===== config.mk =====
export PLATFORM = sky130hd
export DESIGN_NAME = mem_master_flat
export DESIGN_NICKNAME = d
export VERILOG_FILES = /design/src/rtl/mem_master_if.sv /design/src/rtl/mem_master.sv /design/src/flat_wrapper.sv
export SDC_FILE = /design/constraint.sdc
export NUM_CORES = 1
export LEC_CHECK = 0
export CAP_MARGIN = 10
export CORE_UTILIZATION = 47
export DETAILED_ROUTE_END_ITERATION = 10
export PLACE_DENSITY = 0.9
export SYNTH_ARGS = -nofsm -noshare
export SYNTH_HDL_FRONTEND = slang
export SYNTH_SLANG_ARGS = --single-unit

===== constraint.sdc =====
create_clock -name clk -period 2.8 [get_ports clk]
set_input_delay 0.84 -clock clk [delete_from_list [all_inputs] [get_ports clk]]
set_output_delay 0.84 -clock clk [all_outputs]
set_load 0.01 [all_outputs]

===== src/rtl/mem_master_if.sv =====
// mem_master_if: bundle of command, write-beat, read-stream and RAM port signals for mem_master.
// master: the mem_master side (drives cmd_ready, wr_ready, rd_*, mem_ad/we/wd, busy).
// slave: the environment side (drives cmd_*, wr_valid/data, rd_ready, mem_rd).
interface mem_master_if #(
  parameter int MEM_SIZE  = 8,
  parameter int DATA_SIZE = 8,
  parameter int LEN_SIZE  = 4
);
  logic                 cmd_valid, cmd_ready, cmd_we;
  logic [MEM_SIZE-1:0]  cmd_addr;
  logic [LEN_SIZE-1:0]  cmd_len;
  logic                 wr_valid, wr_ready;
  logic [DATA_SIZE-1:0] wr_data;
  logic                 rd_valid, rd_ready, rd_last;
  logic [DATA_SIZE-1:0] rd_data;
  logic [MEM_SIZE-1:0]  mem_ad;
  logic                 mem_we;
  logic [DATA_SIZE-1:0] mem_wd, mem_rd;
  logic                 busy;
  modport master(
    input  cmd_valid, cmd_we, cmd_addr, cmd_len, wr_valid, wr_data, rd_ready, mem_rd,
    output cmd_ready, wr_ready, rd_valid, rd_data, rd_last, mem_ad, mem_we, mem_wd, busy
  );
  modport slave(
    output cmd_valid, cmd_we, cmd_addr, cmd_len, wr_valid, wr_data, rd_ready, mem_rd,
    input  cmd_ready, wr_ready, rd_valid, rd_data, rd_last, mem_ad, mem_we, mem_wd, busy
  );
endinterface


===== src/rtl/mem_master.sv =====
// mem_master: burst read/write initiator for a single-port RAM with a 2-entry read skid buffer.
// Ports: clk, rst (async active-high), bus (mem_master_if.master: cmd, write beats, read stream, RAM port, busy).
module mem_master #(
  parameter int MEM_SIZE  = 8,
  parameter int DATA_SIZE = 8,
  parameter int LEN_SIZE  = 4
) (
  input logic          clk,
  input logic          rst,
  mem_master_if.master bus
);
  typedef enum logic [1:0] {IDLE, WRITE, READ, DRAIN} state_t;
  state_t               state;
  logic [MEM_SIZE-1:0]  addr;
  logic [LEN_SIZE-1:0]  remain;
  logic                 pend, pend_last;
  logic [1:0]           cnt;
  logic [DATA_SIZE-1:0] buf_d [2];
  logic [1:0]           buf_l;
  logic                 pop, issue, wi;
  always_comb begin
    pop   = (cnt != 2'd0) && bus.rd_ready;
    // occupancy after this edge must leave room for the beat being issued now
    issue = (state == READ) && (({1'b0, cnt} + {2'b0, pend} - {2'b0, pop}) < 3'd2);
    // slot the returning word lands in once the head has (maybe) shifted out
    wi    = cnt[0] ^ pop;
  end
  assign bus.cmd_ready = state == IDLE;
  assign bus.busy      = state != IDLE;
  assign bus.wr_ready  = state == WRITE;
  assign bus.mem_we    = (state == WRITE) && bus.wr_valid;
  assign bus.mem_wd    = bus.wr_data;
  assign bus.mem_ad    = addr;
  assign bus.rd_valid  = cnt != 2'd0;
  assign bus.rd_data   = buf_d[0];
  assign bus.rd_last   = bus.rd_valid && buf_l[0];
  always_ff @(posedge clk or posedge rst) begin
    if (rst) begin
      state     <= IDLE;
      addr      <= '0;
      remain    <= '0;
      pend      <= 1'b0;
      pend_last <= 1'b0;
      cnt       <= '0;
      buf_d     <= '{default: '0};
      buf_l     <= '0;
    end else begin
      pend <= issue;
      if (issue) pend_last <= remain == '0;
      cnt <= cnt + {1'b0, pend} - {1'b0, pop};
      if (pop) begin
        buf_d[0] <= buf_d[1];
        buf_l[0] <= buf_l[1];
      end
      if (pend) begin
        buf_d[wi] <= bus.mem_rd;
        buf_l[wi] <= pend_last;
      end
      case (state)
        IDLE: if (bus.cmd_valid) begin
          addr   <= bus.cmd_addr;
          remain <= bus.cmd_len;
          state  <= bus.cmd_we ? WRITE : READ;
        end
        WRITE: if (bus.wr_valid) begin
          addr <= addr + 1'b1;
          if (remain == '0) state <= IDLE;
          else remain <= remain - 1'b1;
        end
        READ: if (issue) begin
          addr <= addr + 1'b1;
          if (remain == '0) state <= DRAIN;
          else remain <= remain - 1'b1;
        end
        // leave as the last buffered beat pops so cmd_ready rises right after it
        DRAIN: if (!pend && cnt == {1'b0, pop}) state <= IDLE;
        default: state <= IDLE;
      endcase
    end
  end
endmodule


===== src/flat_wrapper.sv =====
// flat-port wrapper written by rule: the top's interface ports become plain ports
module mem_master_flat 
#(
  parameter int MEM_SIZE  = 8,
  parameter int DATA_SIZE = 8,
  parameter int LEN_SIZE  = 4
)
  (clk, rst, bus_cmd_valid, bus_cmd_we, bus_cmd_addr, bus_cmd_len, bus_wr_valid, bus_wr_data, bus_rd_ready, bus_mem_rd, bus_cmd_ready, bus_wr_ready, bus_rd_valid, bus_rd_data, bus_rd_last, bus_mem_ad, bus_mem_we, bus_mem_wd, bus_busy);
  mem_master_if #(.MEM_SIZE(MEM_SIZE), .DATA_SIZE(DATA_SIZE), .LEN_SIZE(LEN_SIZE)) bus_i ();
  input logic clk;
  input logic rst;
  input wire logic [$bits(bus_i.cmd_valid)-1:0] bus_cmd_valid;
  input wire logic [$bits(bus_i.cmd_we)-1:0] bus_cmd_we;
  input wire logic [$bits(bus_i.cmd_addr)-1:0] bus_cmd_addr;
  input wire logic [$bits(bus_i.cmd_len)-1:0] bus_cmd_len;
  input wire logic [$bits(bus_i.wr_valid)-1:0] bus_wr_valid;
  input wire logic [$bits(bus_i.wr_data)-1:0] bus_wr_data;
  input wire logic [$bits(bus_i.rd_ready)-1:0] bus_rd_ready;
  input wire logic [$bits(bus_i.mem_rd)-1:0] bus_mem_rd;
  output wire logic [$bits(bus_i.cmd_ready)-1:0] bus_cmd_ready;
  output wire logic [$bits(bus_i.wr_ready)-1:0] bus_wr_ready;
  output wire logic [$bits(bus_i.rd_valid)-1:0] bus_rd_valid;
  output wire logic [$bits(bus_i.rd_data)-1:0] bus_rd_data;
  output wire logic [$bits(bus_i.rd_last)-1:0] bus_rd_last;
  output wire logic [$bits(bus_i.mem_ad)-1:0] bus_mem_ad;
  output wire logic [$bits(bus_i.mem_we)-1:0] bus_mem_we;
  output wire logic [$bits(bus_i.mem_wd)-1:0] bus_mem_wd;
  output wire logic [$bits(bus_i.busy)-1:0] bus_busy;
  assign bus_i.cmd_valid = bus_cmd_valid;
  assign bus_i.cmd_we = bus_cmd_we;
  assign bus_i.cmd_addr = bus_cmd_addr;
  assign bus_i.cmd_len = bus_cmd_len;
  assign bus_i.wr_valid = bus_wr_valid;
  assign bus_i.wr_data = bus_wr_data;
  assign bus_i.rd_ready = bus_rd_ready;
  assign bus_i.mem_rd = bus_mem_rd;
  assign bus_cmd_ready = bus_i.cmd_ready;
  assign bus_wr_ready = bus_i.wr_ready;
  assign bus_rd_valid = bus_i.rd_valid;
  assign bus_rd_data = bus_i.rd_data;
  assign bus_rd_last = bus_i.rd_last;
  assign bus_mem_ad = bus_i.mem_ad;
  assign bus_mem_we = bus_i.mem_we;
  assign bus_mem_wd = bus_i.mem_wd;
  assign bus_busy = bus_i.busy;
  mem_master #(.MEM_SIZE(MEM_SIZE), .DATA_SIZE(DATA_SIZE), .LEN_SIZE(LEN_SIZE)) u_core (.clk(clk), .rst(rst), .bus(bus_i));
endmodule

# [Word-level counts from Yosys, hierarchy flattened]
# Cells that the tools add are included.
# Widths: inputs -> output; s select.
[classes] addsub=6 eq_ne=10 n_lt_le_gt_ge=5 n_mux=27 n_reduce_logical=15 bitwise=2
[ops] operator="$mux 8" count=5
[ops] operator="$pmux 8 s3" count=1
[ops] operator="$bwmux 16" count=1
[ops] operator="$mux 16" count=1
[ops] operator="$mux 4" count=4
[ops] operator="$mux 2" count=7
[ops] operator="$pmux 4 s3" count=1
[ops] operator="$add 8x1->8 const B" count=1
[ops] operator="$demux 8 s1" count=1
[ops] operator="$pmux 2 s4" count=1
[ops] operator="$logic_and 1x1->1" count=7
[ops] operator="$ne 2x1->1 const B" count=3
[ops] operator="$ne 2x2->1 const B" count=3
[ops] operator="$reduce_and 6->1" count=1
[ops] operator="$eq 2x2->1 const B" count=2
[ops] operator="$logic_not 4->1" count=1
[ops] operator="$reduce_and 4->1" count=1
[ops] operator="$reduce_bool 2->1" count=2
[ops] operator="$sub 4x1->4 const B" count=1
[ops] operator="$add 2x1->3" count=1
[ops] operator="$lt 3x2->1 const B" count=1
[ops] operator="$mux 1" count=3
[ops] operator="$reduce_bool 3->1" count=1
[ops] operator="$sub 3x1->3" count=1
[ops] operator="14 further kinds" count=14
[word_totals] ff_bits=36 elab_cells=75 out_inout_bits=30

# [Depth between registers and ports, before layout]
[depth] depth_word=10 depth_mapped=11 depth_no_buf=10

# [Worst setup path before layout]
# OpenSTA, ideal clock, no wires.
[synth_path] path_kind="input to register" start="input port bus_rd_ready" end="register u_core.addr[5], in the netlist u_core.bus.mem_ad[5]" n_path_buf=1 arrival_time_ps=2650 cell_stages=10 slack_ps=29 cell_sequence="nand2_1 > buf_4 > nand2_1 > nand2_1 > ha_1 > fa_1 > xnor2_2 > o21a_2 > a211o_1 > a22o_1"
[synth_between] elab_chain_len=6
[synth_rtl] item="start: declaration" line_no="flat_wrapper.sv:18" rtl="input wire logic [$bits(bus_i.rd_ready)-1:0] bus_rd_ready;"
[synth_rtl] item="$logic_and 1x1->1" line_no="mem_master.sv:22" rtl="pop = (cnt != 2'd0) && bus.rd_ready;"
[synth_rtl] item="$sub 3x1->3" line_no="mem_master.sv:24" rtl="issue = (state == READ) && (({1'b0, cnt} + {2'b0, pend} - {2'b0, pop}) < 3'd2);"
[synth_rtl] item="$lt 3x2->1" line_no="mem_master.sv:24"
[synth_rtl] item="$logic_and 1x1->1" line_no="mem_master.sv:24"
[synth_rtl] item="$ne 2x1->1 (no source line)"
[synth_rtl] item="$reduce_and 4->1 (no source line)"
[synth_rtl] item="end signal: assignment" line_no="mem_master.sv:61" rtl="addr <= bus.cmd_addr;"
[synth_rtl] item="end signal: assignment" line_no="mem_master.sv:66" rtl="addr <= addr + 1'b1;"
[synth_rtl] item="end signal: assignment" line_no="mem_master.sv:71" rtl="addr <= addr + 1'b1;"
[synth_rtl] item="end: declaration" line_no="mem_master.sv:14" rtl="logic [MEM_SIZE-1:0] addr;"
# No other way between the ends.
# A chain may end at the register's enable or synchronous reset.

# [Final worst setup path]
[layout_path] start="input port bus_rd_ready" end="register u_core.state[0]"
[layout_between] elab_chain_len=6 elab_cells_between_ends=9 classes_between="add/sub (1); order compare (1); eq/ne (3); reduce/logical (4)"
[layout_rtl] item="$logic_and 1x1->1 *" line_no="mem_master.sv:22"
[layout_rtl] item="$sub 3x1->3" line_no="mem_master.sv:24"
[layout_rtl] item="$lt 3x2->1" line_no="mem_master.sv:24"
[layout_rtl] item="$logic_and 1x1->1" line_no="mem_master.sv:24"
[layout_rtl] item="$ne 2x1->1 (no source line)"
[layout_rtl] item="$reduce_and 6->1 (no source line) *"
[layout_rtl] item="end signal: assignment" line_no="mem_master.sv:63" rtl="state <= bus.cmd_we ? WRITE : READ;"
[layout_rtl] item="end: declaration" line_no="mem_master.sv:13" rtl="state_t state;"
# Every way passes the cells marked *; elsewhere a longest branch is shown, timed or not.

==> metrics.txt <==
# TYPE chip_impl_metric gauge
chip_impl_metric{name="route.vias.total",unit=""} 1688
chip_impl_info{name="crit-reg2reg-capture",value="u_core.state[0]"} 1
chip_impl_metric{name="ir_drop",unit="mV"} 0.627
chip_impl_metric{name="start_util",unit="%"} 48.8
chip_impl_metric{name="clock_latency",unit="ns"} 0.29
chip_impl_info{name="tritoncts",value="done"} 1
chip_impl_metric{name="ys_async_sr_fraction",unit="%"} 100
chip_impl_metric{name="post_synth_inst_count",unit=""} 210
chip_impl_metric{name="finalCritPeriodShare",unit="%"} 95.9
chip_impl_metric{name="power.density",unit="nW/µm²"} 1220
chip_impl_metric{name="synth.ff_latch_count",unit=""} 36
chip_impl_metric{name="wirelength",unit="µm"} 4210
chip_impl_info{name="critPathLaunchType",value="input pin"} 1
chip_impl_metric{name="antenna-diode-count",unit=""} 0
chip_impl_metric{name="clock_skew",unit="ns"} 0.00920
chip_impl_metric{name="detailedRoute.firstPassIterationCount",unit=""} 4
chip_impl_metric{name="critPathArrivalTime",unit="ns"} 2.86
chip_impl_metric{name="antenna_found_initial",unit=""} 0
chip_impl_metric{name="num_io_pins",unit=""} 64
chip_impl_metric{name="achievable-frequency",unit="GHz"} 0.372
chip_impl_info{name="root_buffer",value="sky130_fd_sc_hd__clkbuf_8"} 1
chip_impl_metric{name="slew_headroom",unit="%"} 70.2
chip_impl_metric{name="placeable_core_area",unit="µm²"} 4320
chip_impl_metric{name="post_synthesis_average_cell_area",unit="µm²"} 10.1
chip_impl_metric{name="power_frac_clock",unit="%"} 11.8
chip_impl_metric{name="synth_edf_count",unit=""} 0
chip_impl_metric{name="layout.nets",unit=""} 295
chip_impl_metric{name="p_seq_share",unit="%"} 29.5
chip_impl_metric{name="power.share.switching",unit="%"} 41.1
chip_impl_info{name="synth.largest_area_cell",value="sky130_fd_sc_hd__dfrtp_1"} 1
chip_impl_info{name="yosysMostFrequentCell",value="sky130_fd_sc_hd__dfrtp_1"} 1
chip_impl_metric{name="placement.io_buffers",unit=""} 47
chip_impl_metric{name="synth.top_cell.area_share",unit="%"} 42.7
chip_impl_metric{name="htree_depth",unit=""} 2
chip_impl_metric{name="worst_pin_slew",unit="ns"} 0.447
chip_impl_metric{name="clkSlewWorstSetupHoldPaths",unit="ns"} 0.07
chip_impl_metric{name="yosys.cell_types.count",unit=""} 49
chip_impl_metric{name="drtIter0Drc",unit=""} 91
chip_impl_metric{name="timing.max_cap.violations",unit=""} 0
chip_impl_metric{name="first_pass_grt_wire_length",unit="µm"} 7360
chip_impl_metric{name="die_height",unit="µm"} 69.0
chip_impl_info{name="worst_setup_path_end_kind",value="register"} 1
chip_impl_metric{name="part_of_the_yosys_area_used_for_sequential_elements",unit="%"} 42.7
chip_impl_metric{name="total_negative_setup_slack",unit="ns"} 0
chip_impl_metric{name="grt-ovfl-total",unit=""} 0
chip_impl_info{name="timing.setup.critical_path_class",value="in2reg"} 1
chip_impl_metric{name="layout_min_cycle_time",unit="ns"} 2.69
chip_impl_info{name="setup.worst_path.end",value="u_core.state[0]"} 1
chip_impl_metric{name="required",unit="ns"} 2.97
chip_impl_metric{name="worst-path-max-fanout",unit=""} 4
chip_impl_metric{name="grt_max_degree",unit=""} 37
chip_impl_metric{name="timing.final.hold_violations",unit=""} 0
chip_impl_metric{name="reg2reg_slack",unit="ns"} 0.23
chip_impl_metric{name="cellInternalPower",unit="mW"} 1.94
chip_impl_metric{name="numClockSinks",unit=""} 36
chip_impl_metric{name="rr_worst_depth",unit=""} 10
chip_impl_metric{name="proportion_of_power_drawn_by_combinational_gates",unit="%"} 58.8
chip_impl_info{name="worstReg2RegStart",value="u_core.cnt[0]"} 1
chip_impl_metric{name="mappedNetlistArea",unit="µm²"} 2110
chip_impl_metric{name="first_global_vias",unit=""} 1678
chip_impl_metric{name="antenna_violating_nets_post_route",unit=""} 0
chip_impl_info{name="ys_dominant_reg_cell",value="sky130_fd_sc_hd__dfrtp_1"} 1
chip_impl_metric{name="final-setup-viol-count",unit=""} 0
chip_impl_info{name="netlist_top_cells_count",value="sky130_fd_sc_hd__dfrtp_1 (36), sky130_fd_sc_hd__a21oi_1 (17), sky130_fd_sc_hd__buf_4 (17), sky130_fd_sc_hd__nand2_1 (16), sky130_fd_sc_hd__nor2_1 (12)"} 1
chip_impl_metric{name="number_of_nets_produced_by_synthesis",unit=""} 252
chip_impl_info{name="critPathLaunch",value="bus_rd_ready"} 1
chip_impl_metric{name="grt_util_all_layers",unit="%"} 19.2
chip_impl_metric{name="area_delta_synth_final",unit="%"} 27.9
chip_impl_metric{name="floorplan.die_area",unit="µm²"} 4770
chip_impl_metric{name="gp_congestion",unit=""} 0.835
chip_impl_info{name="worst_hold_startpoint",value="u_core.buf_d[7]"} 1
chip_impl_metric{name="yosys_warnings",unit=""} 0
chip_impl_info{name="run_status",value="completed"} 1
chip_impl_metric{name="cts_inserted_buffers",unit=""} 5
chip_impl_info{name="worst_hold_path_type",value="reg2reg"} 1
chip_impl_metric{name="slew_violations",unit=""} 0
chip_impl_metric{name="clk_path_buf_depth",unit=""} 2
chip_impl_metric{name="pleak",unit="nW"} 1.22
chip_impl_metric{name="power.net_switching",unit="mW"} 1.35
chip_impl_metric{name="post-route-drc-count",unit=""} 0
chip_impl_metric{name="post_drt_wl_per_cell",unit="µm"} 13.8
chip_impl_info{name="synth.top_cells.by_area",value="sky130_fd_sc_hd__dfrtp_1 (43%), sky130_fd_sc_hd__buf_4 (6.0%), sky130_fd_sc_hd__mux2_2 (5.3%), sky130_fd_sc_hd__mux2i_1 (5.2%), sky130_fd_sc_hd__ha_1 (4.1%)"} 1
chip_impl_info{name="rsz0062_at_grt",value="false"} 1
chip_impl_metric{name="num_rows",unit=""} 24
chip_impl_metric{name="cts.hold.buffers_added",unit=""} 0
chip_impl_metric{name="die_x",unit="µm"} 69.0
chip_impl_metric{name="vias_per_cell",unit=""} 5.52
chip_impl_metric{name="place.detailed.hpwl",unit="µm"} 3070
chip_impl_metric{name="post_route_cells_drive_above_1_share",unit="%"} 17.3
chip_impl_metric{name="post_route_total_power",unit="mW"} 3.29
-- power by group through the flow --
stage	clock, mW	combinational, mW	sequential, mW
floorplan	0	1.30	0.958
global placement	0	1.80	0.959
detailed placement	0	1.87	0.973
CTS	0.396	1.94	0.967
global route	0.421	2.14	1.00
finish	0.387	1.93	0.970
-- worst min path at each step --
stage	to	slack (ns)	cells after the start
after floorplan	u_core.buf_d[0]	0.48	1
after global placement	u_core.buf_d[0]	0.49	1
after detailed placement	u_core.buf_d[1]	0.50	1
after CTS	u_core.buf_d[1]	0.51	1
after global routing	u_core.buf_d[7]	0.52	1
final	u_core.buf_d[7]	0.51	1
-- routing by layer --
layer / GRT usage, % / vias up / wire (µm)
met5: 0 / - / 0
met3: 5.85 / 11 / 263
met4: 9.07 / 0 / 93
met1: 22.4 / 798 / 1820
li1: - / 820 / -
met2: 32.0 / 59 / 2040
-- critical path, cell delays in order --
cell and delay [ns]:
sky130_fd_sc_hd__dlygate4sd2_1 0.24, sky130_fd_sc_hd__nand2_2 0.07, sky130_fd_sc_hd__or2_2 0.28, sky130_fd_sc_hd__buf_4 0.14, sky130_fd_sc_hd__fa_2 0.42, sky130_fd_sc_hd__xnor2_4 0.28, sky130_fd_sc_hd__nor3_4 0.06, sky130_fd_sc_hd__o221ai_2 0.17
sky130_fd_sc_hd__mux2_1 0.35
-- sequential cells by signal, summed over array words and instances (netlist names) --
name / count
u_core.bus.rd_data: 8
u_core.pend_last: 1
u_core.buf_d: 8
u_core.pend: 1
u_core.buf_l: 2
u_core.bus.mem_ad: 8
u_core.state: 2
u_core.remain: 4
u_core.cnt: 2
-- logic make-up (layout without fill, tap and decap cells) --
| group | Yosys count | in the layout | synth area share [%] |
|---|---|---|---|
| flip-flops | 36 | 36 | 42.7 |
| multiplexers | 23 | 23 | 11.6 |
| adder cells (fa/ha/maj) | 8 | 8 | 5.09 |
| AO/OA/AOI/OAI | 48 | 48 | 14.9 |
| buffers and inverters | 32 | 76 | 8.77 |
| XOR/XNOR | 1 | 1 | 0.770 |
| AND/OR/NAND/NOR | 62 | 62 | 16.2 |
-- cell type report --
type | count | area (µm²)
Fill cell | 356 | 1620
Multi-Input combinational cell | 142 | 1050
Sequential cell | 36 | 901
Timing Repair Buffer | 58 | 551
Clock buffer | 7 | 86.3
Tap cell | 52 | 65.1
Inverter | 10 | 37.5
Clock inverter | 1 | 7.51
-- stage by stage --
stage | hold slack [ns] | util (%) | cell area (µm²) | cells | setup slack (ns)
final | 0.509 | 62.5 | 2700 | 306 | 0.114
after global routing | 0.520 | 62.5 | 2700 | 306 | 0.0246
after CTS | 0.512 | 62.5 | 2700 | 306 | 0.118
after detailed placement | 0.495 | 59.7 | 2580 | 298 | -0.575
after global placement | 0.488 | 59.7 | 2580 | 298 | -0.514
after floorplan | 0.479 | - | 2110 | 210 | 0.0294
-- cell usage in the layout (no fill, tap or decap), types with 2 or more instances in the layout --
cell / n
sky130_fd_sc_hd__nor3b_1: 2
sky130_fd_sc_hd__or2_2: 2
sky130_fd_sc_hd__mux2i_1: 11
sky130_fd_sc_hd__o31ai_1: 5
sky130_fd_sc_hd__inv_1: 10
sky130_fd_sc_hd__mux2_2: 10
sky130_fd_sc_hd__dfrtp_1: 36
sky130_fd_sc_hd__clkbuf_8: 6
sky130_fd_sc_hd__nand2_2: 2
sky130_fd_sc_hd__clkdlybuf4s50_1: 45
sky130_fd_sc_hd__nor3_1: 2
sky130_fd_sc_hd__nor4_1: 2
sky130_fd_sc_hd__buf_4: 11
sky130_fd_sc_hd__nand3_1: 8
sky130_fd_sc_hd__and2_1: 2
sky130_fd_sc_hd__nand2_1: 15
sky130_fd_sc_hd__dlygate4sd2_1: 2
sky130_fd_sc_hd__nand2b_1: 2
sky130_fd_sc_hd__o21ai_0: 9
sky130_fd_sc_hd__ha_1: 7
sky130_fd_sc_hd__mux2_1: 2
sky130_fd_sc_hd__a21oi_1: 17
sky130_fd_sc_hd__a31oi_1: 5
sky130_fd_sc_hd__nor2_1: 12
-- timing repair --
item	in CTS	in global routing
endpoints found under the hold margin	0	0
setup endpoints to repair	16	0
gates resized for setup	7	0
buffers inserted	0	0
Note: power is estimated with default switching activity, not from simulation.
